`config.mk`:
```
export PLATFORM = sky130hd
export DESIGN_NAME = sram_arbiter
export DESIGN_NICKNAME = d
export VERILOG_FILES = /design/src/rtl/sram_arbiter_pkg.sv /design/src/rtl/sram_arbiter_pick.sv /design/src/rtl/sram_arbiter.sv
export SDC_FILE = /design/constraint.sdc
export NUM_CORES = 1
export LEC_CHECK = 0
export BUFFER_PORTS_ARGS = -buffer_cell sky130_fd_sc_hd__buf_2
export CORE_AREA = 3 3 130 132
export CTS_CLUSTER_DIAMETER = 100
export DETAILED_ROUTE_END_ITERATION = 8
export DIE_AREA = 0 0 133 135
export GPL_ROUTABILITY_DRIVEN = 0
export PLACE_DENSITY = 0.65
export SYNTH_ARGS = -nofsm -noshare
export SYNTH_HDL_FRONTEND = slang
export SYNTH_HIERARCHICAL = 1
export SYNTH_SLANG_ARGS = --single-unit
```
`constraint.sdc`:
```
create_clock -name i_clock -period 1.8 [get_ports i_clock]
set_input_delay 0.36 -clock i_clock [delete_from_list [all_inputs] [get_ports i_clock]]
set_output_delay 0.36 -clock i_clock [all_outputs]
set_load 0.005 [all_outputs]
```
`src/rtl/sram_arbiter_pkg.sv`:
```
// Shared types and constants for the SRAM request arbiter.
package sram_arbiter_pkg;

    localparam int unsigned DEFAULT_PORTS = 3;
    localparam int unsigned DATA_W        = 32;
    localparam int unsigned ADDR_W        = 32;

    typedef enum logic [1:0] {
        IDLE    = 2'd0,
        BUSY    = 2'd1,
        RELEASE = 2'd2
    } state_t;

endpackage

```
`src/rtl/sram_arbiter_pick.sv`:
```
// Combinational winner selection: first requesting port at or after the pointer.
module sram_arbiter_pick #(
    parameter int unsigned NUM_PORTS = 3,
    parameter int unsigned IDX_W     = 2
) (
    input  logic [NUM_PORTS-1:0] request,
    input  logic [IDX_W-1:0]     pointer,
    output logic [IDX_W-1:0]     index,
    output logic                 valid
);

    localparam int unsigned SUM_W = IDX_W + 1;

    logic [SUM_W-1:0] cand;

    // Walk ports in rotated order; pointer is always below NUM_PORTS so one wrap suffices.
    always_comb begin
        index = '0;
        valid = 1'b0;
        cand  = '0;
        for (int unsigned i = 0; i < NUM_PORTS; i++) begin
            cand = SUM_W'(pointer) + SUM_W'(i);
            if (cand >= SUM_W'(NUM_PORTS)) begin
                cand = cand - SUM_W'(NUM_PORTS);
            end
            if (!valid && request[cand[IDX_W-1:0]]) begin
                index = cand[IDX_W-1:0];
                valid = 1'b1;
            end
        end
    end

endmodule

```
`src/rtl/sram_arbiter.sv`:
```
// Multi-port arbiter in front of a single SRAM controller.
// Define SRAM_ARBITER_ROUND_ROBIN_EN for round-robin; otherwise fixed priority (port 0 highest).
module sram_arbiter
    import sram_arbiter_pkg::*;
#(
    parameter int unsigned NUM_PORTS = DEFAULT_PORTS,
    parameter int unsigned IDX_W     = $clog2(NUM_PORTS)
) (
    input  logic                        i_clock,
    input  logic                        i_reset_n,
    input  logic [NUM_PORTS-1:0]        i_request,
    input  logic [NUM_PORTS-1:0]        i_rw,
    input  logic [NUM_PORTS*ADDR_W-1:0] i_address,
    input  logic [NUM_PORTS*DATA_W-1:0] i_wdata,
    output logic [DATA_W-1:0]           o_rdata,
    output logic [NUM_PORTS-1:0]        o_ready,
    output logic                        m_request,
    output logic                        m_rw,
    output logic [ADDR_W-1:0]           m_address,
    output logic [DATA_W-1:0]           m_wdata,
    input  logic [DATA_W-1:0]           m_rdata,
    input  logic                        m_ready
);

    state_t             state;
    state_t             next_state;
    logic [IDX_W-1:0]   grant;
    logic [IDX_W-1:0]   pick_ptr;
    logic [IDX_W-1:0]   pick_index;
    logic               pick_valid;
    logic [ADDR_W-1:0]  addr_a  [NUM_PORTS];
    logic [DATA_W-1:0]  wdata_a [NUM_PORTS];

    for (genvar g = 0; g < NUM_PORTS; g++) begin : g_unpack
        assign addr_a[g]  = i_address[g*ADDR_W +: ADDR_W];
        assign wdata_a[g] = i_wdata[g*DATA_W +: DATA_W];
    end

`ifdef SRAM_ARBITER_ROUND_ROBIN_EN
    logic [IDX_W-1:0] rr_ptr;

    // Pointer moves past the winner only when its transfer actually completes.
    always_ff @(posedge i_clock or negedge i_reset_n) begin
        if (!i_reset_n) begin
            rr_ptr <= '0;
        end else if (state == BUSY && m_ready) begin
            rr_ptr <= (grant == IDX_W'(NUM_PORTS - 1)) ? '0 : grant + 1'b1;
        end
    end

    assign pick_ptr = rr_ptr;
`else
    assign pick_ptr = '0;
`endif

    sram_arbiter_pick #(
        .NUM_PORTS (NUM_PORTS),
        .IDX_W     (IDX_W)
    ) u_pick (
        .request (i_request),
        .pointer (pick_ptr),
        .index   (pick_index),
        .valid   (pick_valid)
    );

    always_ff @(posedge i_clock or negedge i_reset_n) begin
        if (!i_reset_n) begin
            state <= IDLE;
        end else begin
            state <= next_state;
        end
    end

    // Completion wins over a same-cycle request drop; o_ready is a same-cycle strobe.
    always_comb begin
        next_state = state;
        o_ready    = '0;
        case (state)
            IDLE: begin
                if (pick_valid) begin
                    next_state = BUSY;
                end
            end
            BUSY: begin
                if (m_ready) begin
                    o_ready[grant] = 1'b1;
                    next_state     = RELEASE;
                end else if (!i_request[grant]) begin
                    next_state = RELEASE;
                end
            end
            RELEASE: next_state = IDLE;
            default: next_state = IDLE;
        endcase
    end

    // Downstream bus fields are captured once at grant and held through BUSY.
    always_ff @(posedge i_clock or negedge i_reset_n) begin
        if (!i_reset_n) begin
            grant     <= '0;
            m_request <= 1'b0;
            m_rw      <= 1'b0;
            m_address <= '0;
            m_wdata   <= '0;
        end else begin
            m_request <= (next_state == BUSY);
            if (state == IDLE && pick_valid) begin
                grant     <= pick_index;
                m_rw      <= i_rw[pick_index];
                m_address <= addr_a[pick_index];
                m_wdata   <= wdata_a[pick_index];
            end
        end
    end

    assign o_rdata = m_rdata;

endmodule

```
# Word level (Yosys, flattened, before mapping)
# Index checks and enable logic that the tools add are counted.
[totals]
ramBits = 0
word_cells = 43
memories = 0
input_bits = 233
output_inout_bits = 101
latchBits = 0
mem_bits_ro = 0
reg_bits = 70
[classes]
n_mux = 23
n_mul = 0
n_shift = 0
n_addsub = 0
n_bitwise = 1
magnitude_cmp = 4
n_eq_ne = 2
div_mod_pow = 0
reduce_logical = 7
[ops]
columns = ["cell", "count"]
rows = [
  ["$bmux 32 s2", 2],
  ["$mux 32", 4],
  ["$mux 2", 4],
  ["$mux 1", 7],
  ["$lt 2x3->1 const B", 2],
  ["$mux 3", 2],
  ["$bmux 1 s2", 2],
  ["$eq 2x1->1 const B", 2],
  ["$logic_and 1x1->1", 4],
  ["$pmux 2 s2", 1],
  ["$ge 3x3->1 const B", 1],
  ["$not 2->3", 1],
  ["$demux 1 s2", 1],
  ["$ge 2x1->1 const B", 1],
  ["$logic_not 1->1", 2],
  ["$logic_not 2->1", 1],
]

# Depth between registers and ports, before layout
[depth]
word_depth = 11
mapped_depth = 12
mapped_depth_nobuf = 9

# By module
# Netlist, hierarchy kept.
[by_module_without_submodules]
columns = ["module", "area_per_inst_um2", "seq_area_each_um2", "n_inst", "cells_per_inst"]
rows = [
  ["sram_arbiter", 4317.9, 1751.7, 1, 480],
  ["sram_arbiter_pick", 200.2, 0.0, 1, 26],
]

# Worst setup path before layout
# OpenSTA, ideal clock, no wires.
[synth_path]
path_type = "input to register"
start = "input i_request[1]"
end = "register m_wdata[26]"
setup_ns = 0.119
stages = 10
arrival_ns = 1.839
n_path_buf = 3
slack_ns = -0.158
required_time_ns = 1.681
cell_sequence = "nand2b_1 mux2i_1 nor3b_1 a211oi_1 buf_4 buf_12 buf_12 mux2i_1 o221ai_1 o21a_1"
[synth_between]
elab_chain_len = 9
elab_cells_between_ends = 12
cone_classes = "mux: 7; bitwise: 1; reduce/logical: 4"
[synth_rtl]
columns = ["item", "line", "rtl"]
rows = [
  ["start: declaration", "sram_arbiter.sv:11", "input logic [NUM_PORTS-1:0] i_request,"],
  ["$logic_and 1x1->1", "sram_arbiter_pick.sv:26", "if (!valid && request[cand[IDX_W-1:0]]) begin"],
  ["$mux 1", "sram_arbiter_pick.sv:26", ""],
  ["$logic_not 1->1", "sram_arbiter_pick.sv:26", ""],
  ["$logic_and 1x1->1", "sram_arbiter_pick.sv:26", ""],
  ["$mux 2", "sram_arbiter_pick.sv:26", ""],
  ["net pick_index[1]", "sram_arbiter.sv:29", "logic [IDX_W-1:0] pick_index;"],
  ["$not 2->3 (not written as such)", "sram_arbiter.sv:111", "m_wdata <= wdata_a[pick_index];"],
  ["$bmux 32 s2", "sram_arbiter.sv:111", ""],
  ["$mux 32 (not written as such) (2 in series)", "sram_arbiter.sv:111", ""],
  ["end signal: assignment", "sram_arbiter.sv:111", ""],
  ["end: declaration", "sram_arbiter.sv:20", "output logic [DATA_W-1:0] m_wdata,"],
]
# The timed path passes the listed nets, and every way through them passes these cells. The select of a mux whose other input is x is not followed.
# A chain may end at the register's enable or synchronous reset.

# Worst setup path after layout
[layout_path]
start = "input i_request[2]"
end = "register m_address[24]"
[layout_between]
elab_cells_between_ends = 8
cone_classes = "mux: 5; bitwise: 1; reduce/logical: 2"
[layout_lines]
columns = ["item", "line", "rtl"]
rows = [
  ["$logic_and 1x1->1", "sram_arbiter_pick.sv:26", ""],
  ["$mux 1", "sram_arbiter_pick.sv:26", ""],
  ["net pick_valid", "sram_arbiter.sv:30", "logic pick_valid;"],
  ["$logic_and 1x1->1", "sram_arbiter.sv:107", "if (state == IDLE && pick_valid) begin"],
  ["end signal: assignment", "sram_arbiter.sv:110", "m_address <= addr_a[pick_index];"],
  ["end: declaration", "sram_arbiter.sv:19", "output logic [ADDR_W-1:0] m_address,"],
]
# The timed path passes the listed nets, and every way through them passes these cells. The select of a mux whose other input is x is not followed.

==> summary.md <==
| Metric | Value |
|---|---|
| Status | `finished with violations` |
| Failing checks | `negative setup slack` |
| Synthesis Warnings | `6` |
| Antenna violations before repair | `0` |
| Leakage | `3.291 nW` |
| Mapped Cells | `506` |
| Post-layout instance area | `7028 um2` |
| Post-Synth Simple-Gate Area | `22.38%` |
| Final Max Slew Viols | `0` |
| Vias in the first global route | `4266` |
| N_diodes | `0` |
| CTS clk-pin slew, worst paths | `60 ps` |
| Pre-CTS setup slack | `-454.9 ps` |
| Synth unique cells | `33` |
| Number of max-cap violations | `0` |
| Worst vdd ir | `589.1 uV` |
| First-pass GRT wire length | `22140 um` |
| Cell area power density | `1327 nW/um2` |
| Largest area contributor in the netlist | `dfrtp_1` |
| Compound-cell area share of the yosys netlist | `10.52%` |
| Least-Margin Pin Slew | `550.7 ps` |
| DRT iter0 DRCs | `153` |
| Register area share after synthesis | `38.77%` |
| Period utilization | `103.5%` |
| Final antenna-violating net count | `0` |
| Buffers on Ports | `269` |
| Die area | `17960 um2` |
| Slew headroom | `62.77%` |
| RSZ-0062 raised after global routing | `yes` |
| Area contributors post-synth | `dfrtp_1, mux2i_1, a31oi_1, buf_4, nand2_1` |
| Synthesized cell area | `4518 um2` |
| Hpwl dp | `11360 um` |
| Multiplexer share of the synthesized area | `16.26%` |
| Clock Latency Late Sink | `330 ps` |
| Pin count of the biggest net entering global routing | `67` |
| Boundary pin count | `334` |
| WL per Instance | `18.08 um` |
| Final core occ | `44.40%` |
| Synth Register Bits | `70` |
| Clock buffer depth | `2` |
| Critical path type | `in2reg` |
| Hold crit path type | `in2reg` |
| DRT Pass-1 Iters | `4` |
| Synth Area in Adders | `0.8308%` |
| Worst hold slack | `274.4 ps` |
| WP data required | `2010 ps` |
| CTS tree | `built` |
| Die Ht | `135 um` |
| Area after DPL | `5956 um2` |
| Area added between synthesis and finish | `55.55%` |
| Critical Path AT | `2070 ps` |
| Asr flop ratio synth | `100.0%` |
| Die width | `133 um` |
| Tmin final | `1863 ps` |
| CP startpoint kind | `primary input` |
| Top cell type's share of synthesized area | `38.77%` |
| Ys flop type | `dfrtp_1` |
| EDFF count, synth | `0` |
| XOR/XNOR Fraction of Synth Area | `0%` |
| Fin Clk Skew | `7.008 ps` |
| Total power | `9.329 mW` |
| Main combinational cell family by area after synthesis | `simple AND/OR/NAND/NOR gates` |
| # setup viols final | `48` |
| Most common cell after layout, fill and taps aside | `buf_2` |
| Endpoints failing hold | `0` |
| DRT Wirelength | `17900 um` |
| Vias per Instance | `4.669` |
| Most frequent cells in the layout | `buf_2, dfrtp_1, nor2_1, mux2i_1, a31oi_1` |
| Core area | `15830 um2` |
| GRT Overall Usage | `15.57%` |
| Via count | `4622` |
| GRT overflow | `0` |
| Final worst slack | `-63.08 ps` |
| CP max FO | `66` |
| Share of cells above drive strength 1 | `53.62%` |
| Syn avg cell area | `8.929 um2` |
| Rows | `46` |
| Clock Tree Root | `clkbuf_16` |
| Flop2flop setup slack | `360 ps` |
| Element type at the critical path end | `flop` |
| CTS buffer count | `9` |
| Drt drc | `0` |
| Max Fclk | `0.5367 GHz` |
| Num Clock Sinks | `70` |
| Initial cell density of the core | `28.55%` |
| Htree depth | `3` |
| Fin nets | `1005` |
==> cell type report <==
type / count / area [um2]
Clock buffer: 13 / 270.3
Clock inverter: 3 / 17.52
Fill cell: 1547 / 8800
Inverter: 4 / 15.01
Multi-Input combinational cell: 367 / 2566
Sequential cell: 70 / 1752
Tap cell: 216 / 270.3
Timing Repair Buffer: 317 / 2137
==> final timing paths <==
path | start | cells past startpoint | to
worst max register to register | state[1] | 5 | m_address[24]
max in group asynchronous | i_reset_n | 3 | m_address[23]
worst max-delay path | i_request[2] | 11 | m_address[24]
worst min-delay path | i_wdata[44] | 3 | m_wdata[12]
min in group asynchronous | i_reset_n | 2 | m_wdata[29]
worst min register to register | m_wdata[26] | 1 | m_wdata[26]
==> metal layers <==
| layer | track usage, % | share of wire, % | wire length [um] | up-vias |
|---|---|---|---|---|
| li1 | - | - | - | 2217 |
| met1 | 17.85 | 40 | 7176 | 2147 |
| met2 | 27.51 | 50 | 8946 | 239 |
| met3 | 5.812 | 8.6 | 1543 | 19 |
| met4 | 3.868 | 1.3 | 233 | 0 |
| met5 | 0 | 0 | 0 | - |
==> power breakdown <==
group	total [mW]	internal (mW)	switching (mW)
logic	4.76	2.42	2.34
clock network	1.73	1.04	0.687
registers	2.84	2.39	0.451
==> worst max-delay path, cell delays in order <==
cell and delay (ps):
buf_6 100, mux2i_2 160, o21ai_2 90, buf_4 130, buf_4 120, or3_4 320, nor3b_4 160, buf_12 140
buf_12 170, nor2_1 230, a31oi_4 40
==> metrics by stage <==
step	TNS [ps]	std cells
after floorplan	-2968	510
after global placement	-21840	945
after detailed placement	-25030	945
after CTS	-71.96	965
after global routing	-5492	990
final	-1289	990
==> cell families (layout without fill, tap and decap cells) <==
kind of cell	Yosys count	after routing
AO/OA/AOI/OAI	75	75
adder cells (fa/ha/maj)	3	3
buffers and inverters	73	337
flip-flops	70	70
multiplexers	73	73
other	1	5
AND/OR/NAND/NOR	211	211
==> flip-flops by register name, indices dropped and copies added, names as in the netlist <==
name and cells:
m_wdata 32, grant 2, m_address 32, m_request 1
state 2, m_rw 1
==> synth_stat cells (14+ instances only) <==
library cell and number:
dfrtp_1 70, mux2i_1 70, buf_2 15, nand2_1 65
clkbuf_1 14, a31oi_1 64, or2_0 27, nor2_1 65
buf_4 33, or2_2 37
==> repair_timing <==
item	4_1_cts	5_1_grt
setup endpoints to repair	49	66
cloned	1	18
resized for setup	3	70
endpoints found under the hold margin	23	0
hold buffers	1	0
pin swaps	1	60
buffers inserted	2	7
Power figures use the tool's default switching activity.
